File: src/rtl/led_seq_pkg.sv
// rtl/led_seq_pkg.sv - shared types and constants for the LED sequencer
// Purpose: mode enumeration, register word addresses, CTRL bit positions and
//          the prescaler terminal-count helper.
package led_seq_pkg;

  typedef enum logic [1:0] {
    MODE_STATIC = 2'd0,
    MODE_BLINK  = 2'd1,
    MODE_SHIFT  = 2'd2,
    MODE_PWM    = 2'd3
  } mode_e;

  localparam logic [1:0] REG_CTRL    = 2'd0;
  localparam logic [1:0] REG_PATTERN = 2'd1;
  localparam logic [1:0] REG_PERIOD  = 2'd2;
  localparam logic [1:0] REG_DUTY    = 2'd3;

  localparam int CTRL_MODE_LSB = 0;
  localparam int CTRL_MODE_MSB = 1;
  localparam int CTRL_EN_BIT   = 8;

  // Last count value of the prescaler; PERIOD=0 behaves as PERIOD=1.
  function automatic logic [31:0] period_last(input logic [31:0] period);
    return (period == 32'd0) ? 32'd0 : period - 32'd1;
  endfunction

endpackage

File: src/rtl/avmm_led_sequencer_if.sv
// rtl/avmm_led_sequencer_if.sv - Avalon-MM s0 port bundle for the LED sequencer
// Purpose: groups the s0_* slave signals.
// Signals: s0_address[1:0], s0_read, s0_readdata[DATA_W], s0_write, s0_writedata[DATA_W].
// Modports: master (bus driver), slave (the sequencer).
interface avmm_led_sequencer_if #(
  parameter int DATA_W = 32
) ();

  logic [1:0]        s0_address;
  logic              s0_read;
  logic [DATA_W-1:0] s0_readdata;
  logic              s0_write;
  logic [DATA_W-1:0] s0_writedata;

  modport master (
    output s0_address, s0_read, s0_write, s0_writedata,
    input  s0_readdata
  );

  modport slave (
    input  s0_address, s0_read, s0_write, s0_writedata,
    output s0_readdata
  );

endinterface

File: src/rtl/led_seq_tick_gen.sv
// rtl/led_seq_tick_gen.sv - prescaler producing one-clock ticks every PERIOD clocks
// Ports:
//   clk, reset_n  clock, asynchronous active-low reset
//   period        clocks per tick (0 treated as 1)
//   clear         zeroes the counter this edge and suppresses the tick
//   tick          one-clock pulse in the cycle the counter wraps
module led_seq_tick_gen
  import led_seq_pkg::*;
(
  input  logic        clk,
  input  logic        reset_n,
  input  logic [31:0] period,
  input  logic        clear,
  output logic        tick
);

  logic [31:0] cnt_q, cnt_d;

  // >= rather than == keeps the counter bounded if period ever shrinks
  // underneath it without a clear.
  always_comb begin
    cnt_d = cnt_q + 32'd1;
    tick  = 1'b0;
    if (clear) begin
      cnt_d = '0;
    end else if (cnt_q >= period_last(period)) begin
      cnt_d = '0;
      tick  = 1'b1;
    end
  end

  always_ff @(posedge clk or negedge reset_n) begin
    if (!reset_n) begin
      cnt_q <= '0;
    end else begin
      cnt_q <= cnt_d;
    end
  end

endmodule

File: src/rtl/avmm_led_sequencer.sv
// rtl/avmm_led_sequencer.sv - Avalon-MM programmable LED pattern sequencer
// Purpose: register file (CTRL, PATTERN, PERIOD, DUTY), mode state machine
//          (static, blink, rotate, PWM) and registered LED drive.
// Ports:
//   clk, reset_n  clock, asynchronous active-low reset
//   s0            Avalon-MM slave, no waitrequest, read latency 1
//   leds          registered LED drive, 1 = lit
module avmm_led_sequencer
  import led_seq_pkg::*;
#(
  parameter int          LED_W      = 8,
  parameter int          DATA_W     = 32,
  parameter logic [31:0] PERIOD_RST = 32'd50000000
) (
  input  logic                 clk,
  input  logic                 reset_n,
  avmm_led_sequencer_if.slave  s0,
  output logic [LED_W-1:0]     leds
);

  mode_e             mode_q, mode_d;
  logic              en_q, en_d;
  logic [LED_W-1:0]  pattern_q, pattern_d;
  logic [31:0]       period_q, period_d;
  logic [7:0]        duty_q, duty_d;
  logic              phase_q, phase_d;
  logic [7:0]        pwm_cnt_q, pwm_cnt_d;
  logic [LED_W-1:0]  shreg_q, shreg_d;
  logic [LED_W-1:0]  leds_q, leds_d;
  logic [DATA_W-1:0] readdata_q, readdata_d;

  logic wr_ctrl, wr_pattern, wr_period, wr_duty;
  logic entry;
  logic tick_clear;
  logic tick;

  // Register writes and mode-entry detection. Kept apart from the sequencing
  // logic so tick_clear never depends on tick.
  always_comb begin
    wr_ctrl    = s0.s0_write && (s0.s0_address == REG_CTRL);
    wr_pattern = s0.s0_write && (s0.s0_address == REG_PATTERN);
    wr_period  = s0.s0_write && (s0.s0_address == REG_PERIOD);
    wr_duty    = s0.s0_write && (s0.s0_address == REG_DUTY);

    mode_d    = mode_q;
    en_d      = en_q;
    pattern_d = pattern_q;
    period_d  = period_q;
    duty_d    = duty_q;

    if (wr_ctrl) begin
      mode_d = mode_e'(s0.s0_writedata[CTRL_MODE_MSB:CTRL_MODE_LSB]);
      en_d   = s0.s0_writedata[CTRL_EN_BIT];
    end
    if (wr_pattern) pattern_d = s0.s0_writedata[LED_W-1:0];
    if (wr_period)  period_d  = s0.s0_writedata[31:0];
    if (wr_duty)    duty_d    = s0.s0_writedata[7:0];

    // A CTRL rewrite with the same mode and enable is not an entry.
    entry      = wr_ctrl && ((mode_d != mode_q) || (en_d && !en_q));
    tick_clear = entry || wr_period || !en_d;
  end

  led_seq_tick_gen u_tick_gen (
    .clk     (clk),
    .reset_n (reset_n),
    .period  (period_q),
    .clear   (tick_clear),
    .tick    (tick)
  );

  // Mode state machine: the state is CTRL.mode gated by CTRL.enable.
  always_comb begin
    phase_d   = phase_q;
    pwm_cnt_d = pwm_cnt_q;
    shreg_d   = shreg_q;

    if (!en_d) begin
      phase_d   = 1'b0;
      pwm_cnt_d = '0;
    end else if (entry) begin
      phase_d   = 1'b1;
      pwm_cnt_d = '0;
      shreg_d   = pattern_q;
    end else if (tick) begin
      unique case (mode_q)
        MODE_STATIC: ;
        MODE_BLINK:  phase_d   = ~phase_q;
        MODE_SHIFT:  shreg_d   = {shreg_q[LED_W-2:0], shreg_q[LED_W-1]};
        MODE_PWM:    pwm_cnt_d = pwm_cnt_q + 8'd1;
      endcase
    end

    // A PATTERN write wins over a rotation on the same edge.
    if (wr_pattern) shreg_d = pattern_d;

    leds_d = '0;
    if (en_q) begin
      unique case (mode_q)
        MODE_STATIC: leds_d = pattern_q;
        MODE_BLINK:  leds_d = phase_q ? pattern_q : '0;
        MODE_SHIFT:  leds_d = shreg_q;
        MODE_PWM:    leds_d = (pwm_cnt_q < duty_q) ? pattern_q : '0;
      endcase
    end

    // Reads sample the pre-write register values; readdata holds between reads.
    readdata_d = readdata_q;
    if (s0.s0_read) begin
      readdata_d = '0;
      case (s0.s0_address)
        REG_CTRL: begin
          readdata_d[CTRL_MODE_MSB:CTRL_MODE_LSB] = mode_q;
          readdata_d[CTRL_EN_BIT]                 = en_q;
        end
        REG_PATTERN: readdata_d[LED_W-1:0] = pattern_q;
        REG_PERIOD:  readdata_d[31:0]      = period_q;
        REG_DUTY: begin
          readdata_d[7:0]      = duty_q;
          readdata_d[8 +: LED_W] = leds_q;
        end
      endcase
    end
  end

  always_ff @(posedge clk or negedge reset_n) begin
    if (!reset_n) begin
      mode_q     <= MODE_STATIC;
      en_q       <= 1'b0;
      pattern_q  <= '0;
      period_q   <= PERIOD_RST;
      duty_q     <= '0;
      phase_q    <= 1'b0;
      pwm_cnt_q  <= '0;
      shreg_q    <= '0;
      leds_q     <= '0;
      readdata_q <= '0;
    end else begin
      mode_q     <= mode_d;
      en_q       <= en_d;
      pattern_q  <= pattern_d;
      period_q   <= period_d;
      duty_q     <= duty_d;
      phase_q    <= phase_d;
      pwm_cnt_q  <= pwm_cnt_d;
      shreg_q    <= shreg_d;
      leds_q     <= leds_d;
      readdata_q <= readdata_d;
    end
  end

  assign leds           = leds_q;
  assign s0.s0_readdata = readdata_q;

endmodule

File: src/flat_wrapper.sv
// flat-port wrapper written by rule: the top's interface ports become plain ports
module avmm_led_sequencer_flat import led_seq_pkg::*;
#(
  parameter int          LED_W      = 8,
  parameter int          DATA_W     = 32,
  parameter logic [31:0] PERIOD_RST = 32'd50000000
)
  (clk, reset_n, leds, s0_s0_address, s0_s0_read, s0_s0_write, s0_s0_writedata, s0_s0_readdata);
  avmm_led_sequencer_if #(.DATA_W(DATA_W)) s0_i ();
  input  logic clk;
  input  logic reset_n;
  output logic [LED_W-1:0] leds;
  input wire logic [$bits(s0_i.s0_address)-1:0] s0_s0_address;
  input wire logic [$bits(s0_i.s0_read)-1:0] s0_s0_read;
  input wire logic [$bits(s0_i.s0_write)-1:0] s0_s0_write;
  input wire logic [$bits(s0_i.s0_writedata)-1:0] s0_s0_writedata;
  output wire logic [$bits(s0_i.s0_readdata)-1:0] s0_s0_readdata;
  assign s0_i.s0_address = s0_s0_address;
  assign s0_i.s0_read = s0_s0_read;
  assign s0_i.s0_write = s0_s0_write;
  assign s0_i.s0_writedata = s0_s0_writedata;
  assign s0_s0_readdata = s0_i.s0_readdata;
  avmm_led_sequencer #(.LED_W(LED_W), .DATA_W(DATA_W), .PERIOD_RST(PERIOD_RST)) u_core (.clk(clk), .reset_n(reset_n), .s0(s0_i), .leds(leds));
endmodule
File: config.mk
export PLATFORM = sky130hd
export DESIGN_NAME = avmm_led_sequencer_flat
export DESIGN_NICKNAME = d
export VERILOG_FILES = /design/src/rtl/led_seq_pkg.sv /design/src/rtl/avmm_led_sequencer_if.sv /design/src/rtl/led_seq_tick_gen.sv /design/src/rtl/avmm_led_sequencer.sv /design/src/flat_wrapper.sv
export SDC_FILE = /design/constraint.sdc
export NUM_CORES = 1
export LEC_CHECK = 0
export CORE_MARGIN = 5
export CORE_UTILIZATION = 35
export DETAILED_ROUTE_END_ITERATION = 16
export DONT_BUFFER_PORTS = 1
export GPL_TIMING_DRIVEN = 0
export PLACE_DENSITY_LB_ADDON = 0.25
export SLEW_MARGIN = 20
export SYNTH_ARGS = -nofsm -noshare
export SYNTH_HDL_FRONTEND = slang
export SYNTH_SLANG_ARGS = --single-unit
export TNS_END_PERCENT = 1
File: constraint.sdc
create_clock -name clk -period 5.5 [get_ports clk]
set_clock_uncertainty 0.2 [all_clocks]
set_input_delay 1.1 -clock clk [delete_from_list [all_inputs] [get_ports clk]]
set_output_delay 1.1 -clock clk [all_outputs]
set_load 0.05 [all_outputs]
* After elaboration in Yosys (flattened, before gate mapping)
Index checks and enable logic that the tools add are counted.
** Operators by class
- Equality and inequality tests :: 10
- Reduce and logical (&&, ||, !) cells :: 20
- Order comparisons :: 2
- Bitwise logic cells :: 1
- Multiplexer cells :: 30
- Divide/modulo/power cells :: 0
- Multipliers :: 0
- Add/sub/neg operators :: 3
- Shift operators :: 0
** Operators by type and width (count)
- two-way mux 8 bit :: 13
- two-way mux 32 bit :: 3
- adder 32 x 1 -> 32 bit (second input constant) :: 1
- greater-or-equal comparator 32 bit :: 1
- logical NOT 32 bit :: 1
- case mux 8 bit (4 select lines) :: 1
- subtractor 32 x 1 -> 32 bit (second input constant) :: 1
- case mux 6 bit (3 select lines) :: 1
- two-way mux 16 bit :: 1
- case mux 7 bit (2 select lines) :: 1
- != test 3 bit (second input constant) :: 3
- adder 8 x 1 -> 8 bit (second input constant) :: 1
- equality test 2 bit (second input constant) :: 4
- less-than comparator 8 bit :: 1
- case mux 2 bit (4 select lines) :: 1
- two-way mux 1 bit :: 7
- logical AND 1 bit :: 6
- nonzero test 3 bit :: 2
- equality test 2 x 1 -> 1 bit (second input constant) :: 2
- logical NOT 2 bit :: 2
- AND reduction 2 bit :: 2
- logical OR 1 bit :: 3
- case mux 1 bit (3 select lines) :: 1
- AND reduction 3 bit :: 1
- other kinds (5) :: 6
** Word-level totals
- Memories kept :: 0
- Bits in latches :: 0
- Logic and storage cells :: 77
- Bits in writable memories :: 0
- Flip-flop bits (word level) :: 140
- Output and inout bits :: 40
- Memory bits (read-only) :: 0

* Depth between registers and ports, before layout
- Depth after elaboration :: 13
- Gate-level depth with buffers :: 18
- Mapped depth without buffers :: 16

* Modules after synthesis
Synthesis repeated with hierarchy kept, for this count alone.
** Second synthesis, totals
- Cells, all modules :: 797
- Area total of the unflattened synthesis :: 8042.7 µm²
** Modules (own cells, without submodules)
- avmm_led_sequencer :: cells each 423, times used 1, area an instance 5007.3 µm²
- led_seq_tick_gen :: cells each 374, times used 1, area an instance 3035.4 µm²

* Worst setup path after synthesis
No wires, ideal clock.
- Kind :: reg-to-reg
- Start point :: register u_core.period_q[23]
- End point :: register u_core.pwm_cnt_q[1]
- Clock period less this slack :: 4.844 ns
- Slack :: 0.656 ns
- Buffers on the path :: 3
- Arrival time :: 4.518 ns
- Stages on the path, launching flop included :: 18
- Library setup time :: 0.126 ns
- Path through :: dfstp_2 > or4_4 > or3_4 > or3_4 > or4_1 > or3_1 > buf_2 > buf_6 > nand2_1 > ha_1 > a21o_1 > a21o_1 > a2111oi_0 > o21ai_0 > a21oi_1 > clkbuf_1 > mux2i_1 > nor2_1
** Between the ends
- Longest elaborated chain between the ends :: 7
** Ends and longest elaborated chain
- start: declaration :: line avmm_led_sequencer.sv:24 : logic [31:0] period_q, period_d;
- start signal: assignment :: line avmm_led_sequencer.sv:142 : period_q <= period_d;
- subtractor 32 x 1 -> 32 bit / logical NOT 32 bit (equally long branches) :: line led_seq_pkg.sv:24 : return (period == 32'd0) ? 32'd0 : period - 32'd1;
- two-way mux 32 bit (*) :: line led_seq_pkg.sv:24
- greater-or-equal comparator 32 bit (*) :: line led_seq_tick_gen.sv:26 : end else if (cnt_q >= period_last(period)) begin
- two-way mux 1 bit (*) :: line led_seq_tick_gen.sv:26
- two-way mux 1 bit (*) :: line led_seq_tick_gen.sv:24 : if (clear) begin
- != test 3 bit (no source line) (*)
- AND reduction 2 bit (no source line) (*)
- end signal: assignment :: line avmm_led_sequencer.sv:145 : pwm_cnt_q <= pwm_cnt_d;
- end: declaration :: line avmm_led_sequencer.sv:27 : logic [7:0] pwm_cnt_q, pwm_cnt_d;
Mark *: on every way between the ends. The rest lies on a longest branch, timed or not.
A chain may end at the register's enable or synchronous reset.

* Worst setup path in the final report
- Start point :: register u_core.period_q[6]
- End point :: register u_core.shreg_q[6]
** Between the ends
- Longest elaborated chain between the ends :: 7
** Ends and longest elaborated chain
- subtractor 32 x 1 -> 32 bit / logical NOT 32 bit (equally long branches) :: line led_seq_pkg.sv:24
- two-way mux 32 bit (*) :: line led_seq_pkg.sv:24
- greater-or-equal comparator 32 bit (*) :: line led_seq_tick_gen.sv:26
- two-way mux 1 bit (*) :: line led_seq_tick_gen.sv:26
- two-way mux 1 bit (*) :: line led_seq_tick_gen.sv:24
- nonzero test 3 bit (no source line) (*)
- AND reduction 3 bit (no source line) (*)
- end signal: assignment :: line avmm_led_sequencer.sv:146 : shreg_q <= shreg_d;
- end: declaration :: line avmm_led_sequencer.sv:28 : logic [LED_W-1:0] shreg_q, shreg_d;
Marks and branches as above.

==> results.py <==
metrics = {
    "timing": {
        "final-max-slew-violation-count": 0,
        "max-slew-margin-rel_pct": 44.8,
        "rsz0062_at_grt": "yes",
        "timing.final.crit_share_pct": 95.7,
        "finalHoldViolCount": 0,
        "worst_pin_slew_ns": 0.827,
        "maxClockFrequency_ghz": 0.190,
        "setup_viol": 0,
        "layout_min_cycle_time_ns": 5.26,
    },
    "setup_path": {
        "crit_family": "simple AND/OR/NAND/NOR gates",
        "slowest_stage": "or4_4",
        "crit_end": "u_core.shreg_q[6]",
        "crit_chain": "or4_4 -> or4b_4 -> or3_4 -> or3_1 -> buf_6 -> nor3_2 -> xor2_1 -> nand2_1 -> ha_1 -> nand4_1 -> nor4_2 -> a221oi_1 -> a21oi_1 -> a21oi_4 -> clkbuf_2 -> or3_1 -> nand3_1",
        "critical_path.max_stage_delay_ns": 0.59,
        "r2r-end": "u_core.shreg_q[6]",
        "endpoint_kind": "flip-flop",
        "path_max_fanout": 10,
        "r2r-start": "u_core.period_q[6]",
        "worstPathRequired_ns": 5.60,
        "crit_arrival_ns": 5.37,
        "ff2ff_setup_slack_ns": 0.24,
        "crit_path_start": "u_core.period_q[6]",
        "cp-start-kind": "flip-flop",
        "cp_num_buf_inv": 2,
        "worstSetupPathType": "reg2reg",
        "worstRegToRegCells": 17,
        "cp.depth": 17,
        "crit_top_cell": "or3_1",
    },
    "status": {
        "status": "finished, final reports clean",
    },
    "drt": {
        "avgViaCountPerCell": 5.27,
        "drt_iter0_markers": 452,
        "firstDrtPassIters": 5,
        "drc": 0,
        "wl_per_cell_um": 18.7,
        "drt_wl_total_mm": 21.7,
        "vias": 6118,
        "antenna_left": 0,
    },
    "grt": {
        "grt_overflow_total": 0,
        "met2_usage_pct": 26.7,
        "grt_first_pass_wirelength_mm": 34.8,
        "antenna_found_initial": 1,
        "busiest_layer": "met2",
        "grt_pass1_vias": 5926,
        "use_met3_pct": 4.26,
        "grt_max_degree": 141,
        "use_met1_pct": 23.3,
        "track_usage_pct": 17.0,
    },
    "clock_network": {
        "cts_root_buffer": "clkbuf_16",
        "worst_setup_hold_path_clk_slew_ns": 0.06,
        "clock-sinks": 140,
        "clk_latency_ns": 0.42,
        "clk_path_buf_depth": 2,
        "htreeDepth": 4,
        "tritoncts": "done",
        "cts_made_buffers": 17,
    },
    "layout": {
        "n_antenna_cell": 0,
        "design_area_um2": 9020,
        "syn_to_final_growth_pct": 12.6,
        "multi_input_area_um2": 4170,
        "nNetsFinal": 944,
        "drive_above_1_share_pct": 13.5,
        "seq_area_um2": 3520,
        "fillCellCount": 2216,
    },
    "logic_synthesis": {
        "postSynthAreaPerCell_um2": 9.52,
        "synth_common_cells": "dfrtp_1, nand2_1, nor2_1",
        "synth.cell_area_um2": 8010,
        "synth_most_common_cell": "dfrtp_1",
        "synth_edf_count": 0,
        "syn-num-nets": 923,
        "ys_seq_area_share_pct": 43.9,
        "synth.largest_area_cell": "dfrtp_1",
        "ys_types": 52,
        "synth_area_leaders": "dfrtp_1, ha_1, mux2_2, nand2_1, xor2_1",
        "synth_ff_type": "dfrtp_1",
        "ys_warn_count": 0,
        "synth_top_area_share_pct": 40.0,
        "ys_ff_latch": 140,
        "async_flop_share_pct": 100,
        "synth_cells": 842,
    },
    "placement": {
        "portBuffers": 0,
        "detailed_place_hpwl_mm": 16.2,
        "gp_congestion": 0.807,
        "place_area_um2": 8370,
    },
    "floorplanning": {
        "core.rowCount": 55,
        "die_y_um": 161,
        "start_util_pct": 35.5,
        "ios": 78,
        "die_w_um": 161,
        "die_area_um2": 26000,
        "design.core.area_um2": 22600,
    },
    "power_and_ir_drop": {
        "p_leak_uw": 0.00396,
        "irDropWorstVdd_mv": 0.211,
        "powerDensity_nw_per_um2": 348,
        "p_total_uw": 3140,
    },
    "min_path": {
        "hold_path_class": "in2async",
    },
    "job": {
        "maxCapViolations": 0,
    },
}
[routing by layer]
| metal | share of wire [%] | up-vias |
|---|---|---|
| met1 | 46 | 2997 |
| met2 | 48 | 105 |
| li1 | - | 2994 |
| met3 | 4.7 | 22 |
| met4 | 1.5 | 0 |
| met5 | 0 | - |
[cell usage in the layout (no fill, tap or decap), types with 4 or more instances in the layout]
cell type,n
dfrtp_1,128
nand2_1,101
nor2_1,72
o21ai_0,51
inv_1,49
mux2_2,44
ha_1,43
xor2_1,40
nand3_1,38
a21oi_1,37
clkbuf_1,24
mux2i_1,24
xnor2_1,21
or3_1,18
nor3_1,17
clkbuf_16,17
a22oi_1,15
dfstp_2,12
and3_1,10
o41ai_1,8
nand4_1,8
o22ai_1,7
nor2b_1,6
clkbuf_2,6
clkinv_2,6
or4_1,5
o31ai_1,5
buf_6,4
nand2b_1,4
a21o_1,4
[timing repair]
action                     CTS  global route
pin swaps                    0             0
hold buffers                 0             0
setup endpoints to repair   39            46
gates resized for setup      6             9
setup buffers                0             2
[cell families after synthesis]
group                    share of synthesized area, %
flip-flops                                       43.9
multiplexers                                     9.74
AND/OR/NAND/NOR                                  18.3
buffers and inverters                            4.43
adder cells (fa/ha/maj)                          6.71
XOR/XNOR                                         6.67
AO/OA/AOI/OAI                                    10.3
[per-stage QoR]
step	utilization (%)	setup slack, ns	hold WS [ns]	cells	TNS [ns]
after floorplan	-	0.656	0.275	842	0
after global placement	37.1	-0.112	0.321	1127	-1.72
after detailed placement	37.1	-0.107	0.321	1127	-1.65
after CTS	39.8	0.0185	0.162	1159	0
after global routing	40.0	-0.0212	0.158	1161	-0.0411
final	40.0	0.235	0.182	1161	0
[worst min path at each step]
stage                          startpoint                    endpoint  cells past startpoint
2_1_floorplan  u_core.u_tick_gen.cnt_q[0]  u_core.u_tick_gen.cnt_q[0]                      1
3_3_place_gp             u_core.duty_q[1]            u_core.duty_q[1]                      1
3_5_place_dp             u_core.duty_q[1]            u_core.duty_q[1]                      1
4_1_cts                           reset_n   u_core.s0.s0_readdata[26]                      0
5_1_grt                           reset_n   u_core.s0.s0_readdata[26]                      0
6_report                          reset_n   u_core.s0.s0_readdata[26]                      0
[report_power, final]
group | switching (uW) | internal, uW
clock | 450 | 734
combinational | 257 | 220
sequential | 314 | 1170
total | 1020 | 2120
[final cells by class]
cell class,count,share of cell area (%)
Buffer,37,1.97
Clock buffer,20,5.06
Clock inverter,12,1.61
Inverter,49,2.04
Multi-Input combinational cell,616,46.2
Sequential cell,140,39.0
Tap cell,285,3.95
Timing Repair Buffer,2,0.166
[flip-flops by register name, summed over array words and instances, names as in the netlist]
| name | count |
|---|---|
| u_core.pwm_cnt_q | 8 |
| u_core.period_q | 32 |
| u_core.s0.s0_readdata | 32 |
| u_core.shreg_q | 8 |
| u_core.en_q | 1 |
| u_core.duty_q | 8 |
| u_core.pattern_q | 8 |
| u_core.mode_q | 2 |
| u_core.u_tick_gen.cnt_q | 32 |
| u_core.phase_q | 1 |
| u_core.leds | 8 |
[worst reg2reg max path, cell delays in order (launching register included)]
cell and delay (ns):
dfrtp_1 0.46, or4_4 0.59, or4b_4 0.52, or3_4 0.36, or3_1 0.37, buf_6 0.15
nor3_2 0.13, xor2_1 0.17, nand2_1 0.09, ha_1 0.29, nand4_1 0.15, nor4_2 0.09
a221oi_1 0.59, a21oi_1 0.22, a21oi_4 0.29, clkbuf_2 0.29, or3_1 0.14, nand3_1 0.06
No activity file was read; power rests on OpenSTA's default activity.
